`src/rtl/instr_fetch_unit.sv`:
```
`default_nettype none
// ============================================================================
// Module   : instr_fetch_unit
// Purpose  : Single-outstanding instruction fetcher feeding a DEPTH-entry
//            {pc, instr} queue that drains into the IF/ID register.
// Revision : 1.0 - initial release
// ============================================================================
module instr_fetch_unit #(
  parameter logic [31:0] RESET_PC = 32'h0000_0000,
  parameter int          DEPTH    = 4
) (
  input  logic        clk,
  input  logic        rst_n,
  input  logic        pc_write,
  output logic        imem_req,
  output logic [31:0] imem_addr,
  input  logic        imem_ready,
  input  logic        imem_rvalid,
  input  logic [31:0] imem_rdata,
  output logic [31:0] instr_out,
  output logic [31:0] pc_out,
  output logic        instr_valid
);

  localparam int                 c_ptr_w = (DEPTH > 1) ? $clog2(DEPTH) : 1;
  localparam logic [c_ptr_w:0]   c_depth = (c_ptr_w + 1)'(DEPTH);

  typedef enum logic [0:0] {
    ST_IDLE = 1'b0,
    ST_WAIT = 1'b1
  } state_t;

  state_t               r_state;
  state_t               w_state_nxt;
  logic [31:0]          r_fetch_pc;
  logic [31:0]          r_tag;
  logic [c_ptr_w-1:0]   r_wr_ptr;
  logic [c_ptr_w-1:0]   r_rd_ptr;
  logic [c_ptr_w:0]     r_count;
  logic [31:0]          r_pc_q    [DEPTH];
  logic [31:0]          r_instr_q [DEPTH];

  logic                 w_req;
  logic                 w_accept;
  logic                 w_push;
  logic                 w_pop;
  logic                 w_valid;

  // Request is gated by rst_n so nothing is asserted while reset is held.
  always_comb begin
    w_state_nxt = r_state;
    w_req       = 1'b0;
    w_accept    = 1'b0;
    w_push      = 1'b0;
    case (r_state)
      ST_IDLE: begin
        w_req    = rst_n && (r_count < c_depth);
        w_accept = w_req && imem_ready;
        if (w_accept) w_state_nxt = ST_WAIT;
      end
      ST_WAIT: begin
        w_push = imem_rvalid;
        if (imem_rvalid) w_state_nxt = ST_IDLE;
      end
      default: w_state_nxt = ST_IDLE;
    endcase
  end

  assign w_valid = (r_count != '0);
  assign w_pop   = pc_write && w_valid;

  always_ff @(posedge clk or negedge rst_n) begin
    if (!rst_n) begin
      r_state    <= ST_IDLE;
      r_fetch_pc <= RESET_PC;
      r_tag      <= RESET_PC;
      r_wr_ptr   <= '0;
      r_rd_ptr   <= '0;
      r_count    <= '0;
    end else begin
      r_state <= w_state_nxt;
      if (w_accept) begin
        r_fetch_pc <= r_fetch_pc + 32'd4;
        r_tag      <= r_fetch_pc;
      end
      if (w_push) r_wr_ptr <= r_wr_ptr + c_ptr_w'(1);
      if (w_pop)  r_rd_ptr <= r_rd_ptr + c_ptr_w'(1);
      case ({w_push, w_pop})
        2'b10:   r_count <= r_count + (c_ptr_w + 1)'(1);
        2'b01:   r_count <= r_count - (c_ptr_w + 1)'(1);
        default: r_count <= r_count;
      endcase
    end
  end

  // Queue storage needs no reset: entries are only read while count != 0.
  always_ff @(posedge clk) begin
    if (w_push) begin
      r_pc_q[r_wr_ptr]    <= r_tag;
      r_instr_q[r_wr_ptr] <= imem_rdata;
    end
  end

  assign imem_req    = w_req;
  assign imem_addr   = r_fetch_pc;
  assign instr_valid = w_valid;
  assign instr_out   = w_valid ? r_instr_q[r_rd_ptr] : 32'h0000_0000;
  assign pc_out      = w_valid ? r_pc_q[r_rd_ptr]    : r_fetch_pc;

endmodule
`default_nettype wire

```
`config.mk`:
```
export PLATFORM = sky130hd
export DESIGN_NAME = instr_fetch_unit
export DESIGN_NICKNAME = d
export VERILOG_FILES = /design/src/rtl/instr_fetch_unit.sv
export SDC_FILE = /design/constraint.sdc
export NUM_CORES = 1
export LEC_CHECK = 0
export BUFFER_PORTS_ARGS = -buffer_cell sky130_fd_sc_hd__buf_4
export CELL_PAD_IN_SITES_DETAIL_PLACEMENT = 1
export CELL_PAD_IN_SITES_GLOBAL_PLACEMENT = 1
export CORE_ASPECT_RATIO = 1.2
export CORE_MARGIN = 1
export CORE_UTILIZATION = 46
export DETAILED_ROUTE_END_ITERATION = 8
export GPL_ROUTABILITY_DRIVEN = 0
export GPL_TIMING_DRIVEN = 0
export PLACE_DENSITY = 0.84
export SLEW_MARGIN = 15
export SYNTH_ARGS = -nofsm -noshare
export SYNTH_HDL_FRONTEND = slang
export SYNTH_SLANG_ARGS = --single-unit
export TNS_END_PERCENT = 30
```
`constraint.sdc`:
```
create_clock -name clk -period 2.41 [get_ports clk]
set_input_delay 0.482 -clock clk [delete_from_list [all_inputs] [get_ports clk]]
set_output_delay 0.482 -clock clk [all_outputs]
set_load 0.05 [all_outputs]
```
==> results.sh, run 1 <==
export IMPL_grt_pass1_vias=7111
export IMPL_avgViaCountPerCell=5.47
export IMPL_cts_root_buffer="clkbuf_16"
export IMPL_synthArstFlopShare_pct=21.5
export IMPL_synth_edf_count=248
export IMPL_drv_cap=0
export IMPL_setup_slack_ns=-0.315
export IMPL_period_minus_slack_ns=2.72
export IMPL_n_antenna_cell=0
export IMPL_cts_max_level=2
export IMPL_clkPwrFrac_pct=23.9
export IMPL_drtIter0Drc=356
export IMPL_combPwrFrac_pct=44.5
export IMPL_grt_start_max_net_pins=71
export IMPL_drc=0
export IMPL_wl_um=28400
export IMPL_end_kind="primary output"
export IMPL_ant_nets=0
export IMPL_rrSetupSlack_ns=0.19
export IMPL_layout_drive_gt1_share_pct=48.0
export IMPL_min_path_type="primary input to asynchronous set/reset pin"
export IMPL_coreArea_mm2=0.0266
export IMPL_finalMaxSlewViolations=0
export IMPL_io_buffers=130
export IMPL_firstDrtPassIters=4
export IMPL_leakage_nw=6.16
export IMPL_p_seq_share_pct=31.6
export IMPL_p_sw_w=0.00745
export IMPL_die_y_um=183
export IMPL_num_vias=6414
export IMPL_failed_checks="hold timing, setup timing"
export IMPL_synth_ff_type="edfxtp_1"
export IMPL_p_sw_share_pct=35.7
export IMPL_hold_viol_final=6
export IMPL_cts_sinks=316
export IMPL_dp_slack_ns=-0.562
export IMPL_r2r_worst_path_cells=8
export IMPL_cts_tree="done"
export IMPL_grt_usage_pct=21.0
export IMPL_critPathMaxFanout=5
export IMPL_synth_cell_types=39
export IMPL_crit_arrival_ns=2.24
export IMPL_dp_cells=1104
export IMPL_slowest_stage="mux4_2"
export IMPL_clk_pin_slew_ns=0.06
export IMPL_core_rowCount=65
export IMPL_fin_skew_ns=0.0288
export IMPL_cellInternalPower_w=0.0134
export IMPL_start_util_pct=47.3
export IMPL_status="complete, but fails checks"
export IMPL_fmax_mhz=367
export IMPL_instances_no_fill=1173
export IMPL_final_nets=857
export IMPL_vdd_drop_max_mv=1.02
export IMPL_pin_count=135
export IMPL_cp_cell_sequence="buf_16 > buf_12 > mux4_2 > mux2_4 > buf_6"
export IMPL_synth_area_mm2=0.0126
export IMPL_holdWs_ns=-0.0268
export IMPL_numCtsBuffers=34
export IMPL_relSlewSlack_pct=58.6
export IMPL_ys_seq_area_share_pct=72.7
export IMPL_period_share_pct=113
export IMPL_fill_cells=2244
export IMPL_fin_util_pct=60.1
export IMPL_synth_seq_cells=316
export IMPL_finalSetupViolCount=62
export IMPL_antenna_found_initial=0
export IMPL_layout_commonest_cell="edfxtp_1"
export IMPL_cp_start_kind="flip-flop"
export IMPL_overflow=0
export IMPL_cts_buffer_depth=3
export IMPL_crit_family="multiplexers"
export IMPL_final_cell_mix="edfxtp_1, buf_4, dfrtp_1"
export IMPL_area_delta_synth_final_pct=27.1
export IMPL_r2r_start="r_count[2]$_DFFE_PN0P_"
export IMPL_yosys_warnings=0
export IMPL_syn_inst=632
export IMPL_worst_path_buf_inv=3
export IMPL_power_w=0.0209
export IMPL_hpwl_um=17400
export IMPL_die_area_mm2=0.0280
export IMPL_powerDensity_mw_per_mm2=1310
export IMPL_grt_setup_unrepaired="true"
export IMPL_critPathMaxStageDelay_ns=0.53
export IMPL_timing_rr_end="r_count[2]$_DFFE_PN0P_"
export IMPL_synth_area_per_cell_um2=19.9
export IMPL_cp_required_ns=1.93
export IMPL_die_w_um=153
export IMPL_path_class="flip-flop to primary output"
export IMPL_wl_per_cell_um=24.2
export IMPL_worstMarginPinSlew_ns=0.622
export IMPL_grt_pass1_wl_um=43700
export IMPL_clk_latency_ns=0.51
-- power by group through the flow --
stage | Sequential, W | Combinational, W | Clock, W
final | 0.00659 | 0.00929 | 0.00499
after global routing | 0.00663 | 0.00973 | 0.00528
after CTS | 0.00659 | 0.00924 | 0.00509
after detailed placement | 0.00668 | 0.00753 | 0
after global placement | 0.00666 | 0.00736 | 0
after floorplan | 0.00672 | 0.00528 | 0
-- sequential cells by signal, summed over array words and instances (netlist names) --
signal,count
r_pc_q,120
r_count,3
r_tag,30
r_rd_ptr,2
r_wr_ptr,2
r_instr_q,128
imem_addr,30
r_state,1
-- per-layer routing --
| metal | routed length [um] | up-vias | global-route usage [%] |
|---|---|---|---|
| li1 | - | 2837 | - |
| met3 | 1380 | 42 | 4.25 |
| met2 | 14900 | 185 | 37.0 |
| met1 | 11500 | 3350 | 26.3 |
| met5 | 0 | - | 0 |
| met4 | 635 | 0 | 6.26 |
-- logic make-up (layout without fill, tap and decap cells) --
group	count (synthesis)	in the layout	share of synthesized area, %
muxes	121	121	16.4
AOI/OAI and AO/OA	5	5	0.219
xor gates and xnor gates	35	35	2.44
buffers and inverters	44	247	1.72
DFF	316	316	72.7
other	1	4	0.0298
adders and majority gates	7	7	0.756
and+or+nand+nor	103	103	5.76
-- layout make-up --
| type | count | area (um2) | area share [%] |
|---|---|---|---|
| inverters | 11 | 41.3 | 0.258 |
| multi-input cells | 275 | 3440 | 21.5 |
| clock inverters | 17 | 114 | 0.712 |
| repair buffers | 143 | 1520 | 9.51 |
| plain buffers | 32 | 347 | 2.17 |
| clock buffers | 44 | 960 | 6.00 |
| flip-flops and latches | 316 | 9150 | 57.2 |
| well taps | 335 | 419 | 2.62 |
-- cell usage after synthesis, types with 5 or more instances --
master	n	area (um2)
nor4_2	8	100
buf_2	11	55.1
mux2_2	58	653
edfxtp_1	248	7450
nand2_1	17	63.8
xor2_1	22	193
nand3_1	5	25.0
and3_1	8	50.1
and2_1	33	206
ha_1	6	75.1
buf_4	6	45.0
inv_1	11	41.3
mux4_2	62	1400
nor2_1	6	22.5
xnor2_1	13	114
dfrtp_1	68	1700
clkbuf_1	13	48.8
-- how the worst max path moves through the flow --
stage | slack, ns | startpoint | cells past startpoint | end
finish | -0.31 | r_rd_ptr[0]$_DFFE_PN0P_ | 5 | pc_out[16]
global route | -0.35 | r_rd_ptr[0]$_DFFE_PN0P_ | 5 | pc_out[18]
CTS | -0.34 | r_rd_ptr[0]$_DFFE_PN0P_ | 5 | pc_out[18]
detailed placement | -0.56 | rst_n | 6 | r_tag[29]$_DFFE_PN0P_
global placement | -1.36 | r_wr_ptr[1]$_DFFE_PN0P_ | 3 | r_instr_q[1][29]$_DFFE_PP_
floorplan | -0.11 | r_wr_ptr[1]$_DFFE_PN0P_ | 3 | r_instr_q[1][0]$_DFFE_PP_
-- metrics by stage --
step | TNS [ns] | cell area [um2]
finish | -14.80 | 16000
global route | -18.47 | 16000
CTS | -16.86 | 15900
global placement | -211.77 | 14000
detailed placement | -35.29 | 14100
floorplan | -10.48 | 12600
-- timing repair --
action	in CTS	in global routing
setup buffers	3	2
setup endpoints to repair	69	71
hold buffers	0	0
pin swaps	1	0
gates resized for setup	174	18
gates cloned	4	0
(Power assumes the default switching activity.)
==> run 2, diff against run 1 <==
- CORE_UTILIZATION: 46 -> 45
- PLACE_DENSITY: 0.84 -> 0.83
==> results.sh, run 2 (synthesis results as in run 1) <==
export IMPL_core_rowCount=66
export IMPL_firstDrtPassIters=4
export IMPL_drv_cap=0
export IMPL_wl_um=27700
export IMPL_pin_count=135
export IMPL_clk_pin_slew_ns=0.07
export IMPL_area_delta_synth_final_pct=26.2
export IMPL_hpwl_um=16900
export IMPL_end_kind="primary output"
export IMPL_fill_cells=2390
export IMPL_overflow=0
export IMPL_avgViaCountPerCell=5.26
export IMPL_final_cell_mix="edfxtp_1, buf_4, dfrtp_1"
export IMPL_period_minus_slack_ns=2.75
export IMPL_dp_slack_ns=-0.666
export IMPL_grt_setup_unrepaired="true"
export IMPL_powerDensity_mw_per_mm2=1280
export IMPL_top_register="r_instr_q"
export IMPL_worstMarginPinSlew_ns=0.643
export IMPL_grt_pass1_wl_um=41700
export IMPL_clk_latency_ns=0.56
export IMPL_crit_arrival_ns=2.27
export IMPL_ant_nets=0
export IMPL_cts_buffer_depth=3
export IMPL_grt_pass1_vias=7015
export IMPL_instances_no_fill=1214
export IMPL_leakage_nw=6.04
export IMPL_layout_commonest_cell="edfxtp_1"
export IMPL_power_w=0.0203
export IMPL_finalSetupViolCount=62
export IMPL_critPathMaxFanout=5
export IMPL_cp_required_ns=1.93
export IMPL_path_class="flip-flop to primary output"
export IMPL_fin_skew_ns=0.0152
export IMPL_dp_cells=1143
export IMPL_layout_drive_gt1_share_pct=47.3
export IMPL_antenna_found_initial=0
export IMPL_setup_slack_ns=-0.343
export IMPL_die_area_mm2=0.0286
export IMPL_fmax_mhz=363
export IMPL_largest_registers="r_instr_q (128), r_pc_q (120)"
export IMPL_io_buffers=130
export IMPL_postPlaceCellArea_mm2=0.0142
export IMPL_die_w_um=155
export IMPL_drc=0
export IMPL_die_y_um=185
export IMPL_largest_reg_flops=128
export IMPL_failed_checks="hold timing, setup timing"
export IMPL_cts_tree="done"
export IMPL_num_vias=6390
export IMPL_wl_per_cell_um=22.8
export IMPL_coreArea_mm2=0.0273
export IMPL_holdWs_ns=-0.0928
export IMPL_drtIter0Drc=274
export IMPL_vdd_drop_max_mv=0.676
export IMPL_cts_sinks=316
export IMPL_grt_usage_pct=19.5
export IMPL_start_util_pct=46.0
export IMPL_relSlewSlack_pct=57.2
export IMPL_fin_area_mm2=0.0159
export IMPL_numCtsBuffers=31
export IMPL_status="complete, but fails checks"
export IMPL_period_share_pct=114
export IMPL_min_path_type="primary input to asynchronous set/reset pin"
export IMPL_cts_root_buffer="clkbuf_16"
export IMPL_finalMaxSlewViolations=0
export IMPL_n_antenna_cell=0
export IMPL_final_nets=860
export IMPL_cp_start_kind="flip-flop"
export IMPL_hold_viol_final=61
export IMPL_cts_max_level=1
export IMPL_grt_start_max_net_pins=71
run 2: cell count changes in the layout (fill, tap and decap cells not counted), sizes merged:
cell and delta:
buf +4, clkinv -4, bufinv +2, clkbuf -1, dlygate4sd3 +1
run 2: layout make-up:
class	instances	area [um2]	area share, %
plain buffers	32	360	2.27
well taps	374	468	2.95
flip-flops and latches	316	9150	57.6
multi-input cells	275	3360	21.2
clock inverters	15	156	0.985
inverters	11	41.3	0.260
repair buffers	149	1500	9.41
clock buffers	42	847	5.33
run 2: path summary, 6_finish.rpt:
check / cells past startpoint / slack, ns / from / end
max: 5 / -0.34 / r_rd_ptr[0]$_DFFE_PN0P_ / pc_out[23]
min: 1 / -0.09 / rst_n / r_tag[31]$_DFFE_PN0P_
max reg2reg: 6 / 0.23 / r_count[2]$_DFFE_PN0P_ / r_tag[29]$_DFFE_PN0P_
min reg2reg: 0 / 0.51 / r_tag[9]$_DFFE_PN0P_ / r_pc_q[3][9]$_DFFE_PP_
max in group asynchronous: 2 / 1.24 / rst_n / r_tag[11]$_DFFE_PN0P_
min in group clk: 1 / 0.13 / imem_rdata[5] / r_instr_q[0][5]$_DFFE_PP_
run 2: through the flow:
stage	util [%]	setup TNS, ns
5_1_grt	58.1	-20.61
4_1_cts	56.8	-19.39
3_3_place_gp	51.4	-201.31
3_5_place_dp	51.9	-37.64
2_1_floorplan	-	-10.48
6_report	58.1	-15.83
run 2: worst max-delay path, cell delays in order, from the launching register on:
cell and delay (ns):
dfrtp_2 0.41, clkbuf_16 0.18, clkbuf_16 0.16, mux4_2 0.51, mux2_4 0.29, buf_6 0.16
run 2: per-layer routing:
metal | vias up | routed length, um | track usage [%] | share of wire (%)
li1 | 2835 | - | - | -
met1 | 3365 | 11200 | 24.0 | 40
met2 | 154 | 15000 | 36.0 | 54
met3 | 36 | 1080 | 3.16 | 3.9
met4 | 0 | 488 | 4.83 | 1.8
met5 | - | 0 | 0 | 0
run 2: timing repair:
action / 4_1_cts / 5_1_grt
buffers inserted: 2 / 8
endpoints found under the setup margin: 73 / 63
gates cloned: 0 / 4
hold endpoints to repair: 68 / 7
resized for setup: 100 / 53
pin swaps: 1 / 4
run 2: report_power, final:
part | total [W] | switching (W) | internal (W)
Clock | 0.00475 | 0.00198 | 0.00277
Combinational | 0.00892 | 0.00500 | 0.00393
Sequential | 0.00658 | 0.000264 | 0.00632
==> run 3, diff against run 2 <==
- PLACE_DENSITY: 0.83 -> 0.81
==> results.sh, run 3 (synthesis results as in run 1) <==
export IMPL_multi_input_area_mm2=0.00341
export IMPL_drc=0
export IMPL_period_minus_slack_ns=2.76
export IMPL_cts_root_buffer="clkbuf_16"
export IMPL_die_area_mm2=0.0286
export IMPL_coreArea_mm2=0.0273
export IMPL_hold_viol_final=0
export IMPL_worst_path_buf_inv=3
export IMPL_cts_tree="done"
export IMPL_leakage_nw=6.06
export IMPL_finalSetupViolCount=63
export IMPL_drv_cap=0
export IMPL_cp_start_kind="flip-flop"
export IMPL_critPathMaxStageDelay_ns=0.51
export IMPL_crit_family="multiplexers"
export IMPL_final_nets=857
export IMPL_pin_count=135
export IMPL_holdWs_ns=0.126
export IMPL_numCtsBuffers=31
export IMPL_period_share_pct=114
export IMPL_num_vias=6415
export IMPL_cts_buffer_depth=3
export IMPL_ant_nets=0
export IMPL_fill_cells=2367
export IMPL_fin_util_pct=58.0
export IMPL_core_rowCount=66
export IMPL_path_class="flip-flop to primary output"
export IMPL_grt_usage_pct=19.7
export IMPL_cp_cell_sequence="buf_16 > buf_12 > mux4_2 > mux2_4 > buf_6"
export IMPL_setup_slack_ns=-0.347
export IMPL_area_delta_synth_final_pct=26.0
export IMPL_largest_reg_flops=128
export IMPL_layout_commonest_cell="edfxtp_1"
export IMPL_die_y_um=185
export IMPL_powerDensity_mw_per_mm2=1270
export IMPL_io_buffers=130
export IMPL_min_path_type="primary input to flip-flop"
export IMPL_layout_drive_gt1_share_pct=46.7
export IMPL_cts_max_level=1
export IMPL_combPwrFrac_pct=45.7
export IMPL_finalMaxSlewViolations=0
export IMPL_clk_latency_ns=0.55
export IMPL_end_kind="primary output"
export IMPL_p_sw_w=0.00729
export IMPL_p_seq_share_pct=32.8
export IMPL_n_antenna_cell=0
export IMPL_critPathMaxFanout=5
export IMPL_top_register="r_instr_q"
export IMPL_ff_latch_area_mm2=0.00915
export IMPL_grt_pass1_vias=7040
export IMPL_fmax_mhz=363
export IMPL_slowest_stage="mux4_2"
export IMPL_firstDrtPassIters=4
export IMPL_avgViaCountPerCell=5.29
export IMPL_start_util_pct=46.0
export IMPL_crit_arrival_ns=2.28
export IMPL_clkPwrFrac_pct=21.5
export IMPL_fin_skew_ns=0.0141
export IMPL_grt_start_max_net_pins=71
export IMPL_die_w_um=155
export IMPL_overflow=0
export IMPL_relSlewSlack_pct=61.4
export IMPL_fin_tns_setup_ns=-17.08
export IMPL_largest_registers="r_instr_q (128), r_pc_q (120)"
export IMPL_failed_checks="setup timing"
export IMPL_grt_pass1_wl_um=41700
export IMPL_vdd_drop_max_mv=0.825
export IMPL_cellInternalPower_w=0.0128
export IMPL_clk_pin_slew_ns=0.06
export IMPL_wl_per_cell_um=23.2
export IMPL_cp_required_ns=1.93
export IMPL_final_cell_mix="edfxtp_1, buf_4, dfrtp_1"
export IMPL_status="complete, but fails checks"
export IMPL_worstMarginPinSlew_ns=0.580
export IMPL_cts_sinks=316
export IMPL_hpwl_um=17000
export IMPL_antenna_found_initial=0
export IMPL_grt_setup_unrepaired="true"
export IMPL_p_sw_share_pct=36.3
export IMPL_wl_um=28100
export IMPL_drtIter0Drc=339
## run 3: worst paths after layout
check / from / to / slack, ns / depth (start not counted)
hold reg to reg: r_count[0]$_DFFE_PN0P_ / r_count[0]$_DFFE_PN0P_ / 0.50 / 1
setup / recovery: r_rd_ptr[0]$_DFFE_PN0P_ / pc_out[16] / -0.35 / 5
max in group asynchronous: rst_n / r_tag[12]$_DFFE_PN0P_ / 1.01 / 3
min in group asynchronous: rst_n / r_tag[18]$_DFFE_PN0P_ / 0.54 / 3
hold / removal: imem_rdata[8] / r_instr_q[3][8]$_DFFE_PP_ / 0.13 / 1
setup reg to reg: r_count[2]$_DFFE_PN0P_ / r_count[2]$_DFFE_PN0P_ / 0.23 / 8
## run 3: layout make-up
type                            count  area share, %
Tap cell                          374           2.95
Timing Repair Buffer              146           9.75
Buffer                             32           2.13
Multi-Input combinational cell    275           21.5
Sequential cell                   316           57.7
Inverter                           11          0.260
Clock inverter                     18          0.505
Clock buffer                       40           5.17
## run 3: metal layers
layer / up-vias / GRT usage (%) / wire [um]
met5: - / 0 / 0
met4: 0 / 4.44 / 423
met3: 29 / 3.37 / 1220
met2: 162 / 35.3 / 14900
met1: 3390 / 25.1 / 11500
li1: 2834 / - / -
## run 3: timing repair
item                       4_1_cts  5_1_grt
setup endpoints to repair       63       73
pin swaps                        1        3
hold buffers                     0        3
cloned                           4        1
buffers inserted                 4        0
hold endpoints to repair         0       10
gates resized for setup        123       58
## run 3: per-stage QoR
step	setup slack, ns	instances	area [um2]	power [W]
global placement	-1.37	1139	14100	0.0140
finish	-0.347	1212	15900	0.0201
floorplan	-0.114	635	12600	0.0120
global route	-0.409	1212	15900	0.0208
detailed placement	-0.481	1143	14200	0.0142
CTS	-0.376	1208	15600	0.0198
## run 3: power groups by stage
| stage | Clock, W | Combinational [W] | Sequential, W |
|---|---|---|---|
| floorplan | 0 | 0.00528 | 0.00672 |
| global placement | 0 | 0.00736 | 0.00667 |
| detailed placement | 0 | 0.00750 | 0.00669 |
| CTS | 0.00442 | 0.00875 | 0.00660 |
| global route | 0.00460 | 0.00961 | 0.00663 |
| finish | 0.00432 | 0.00919 | 0.00659 |
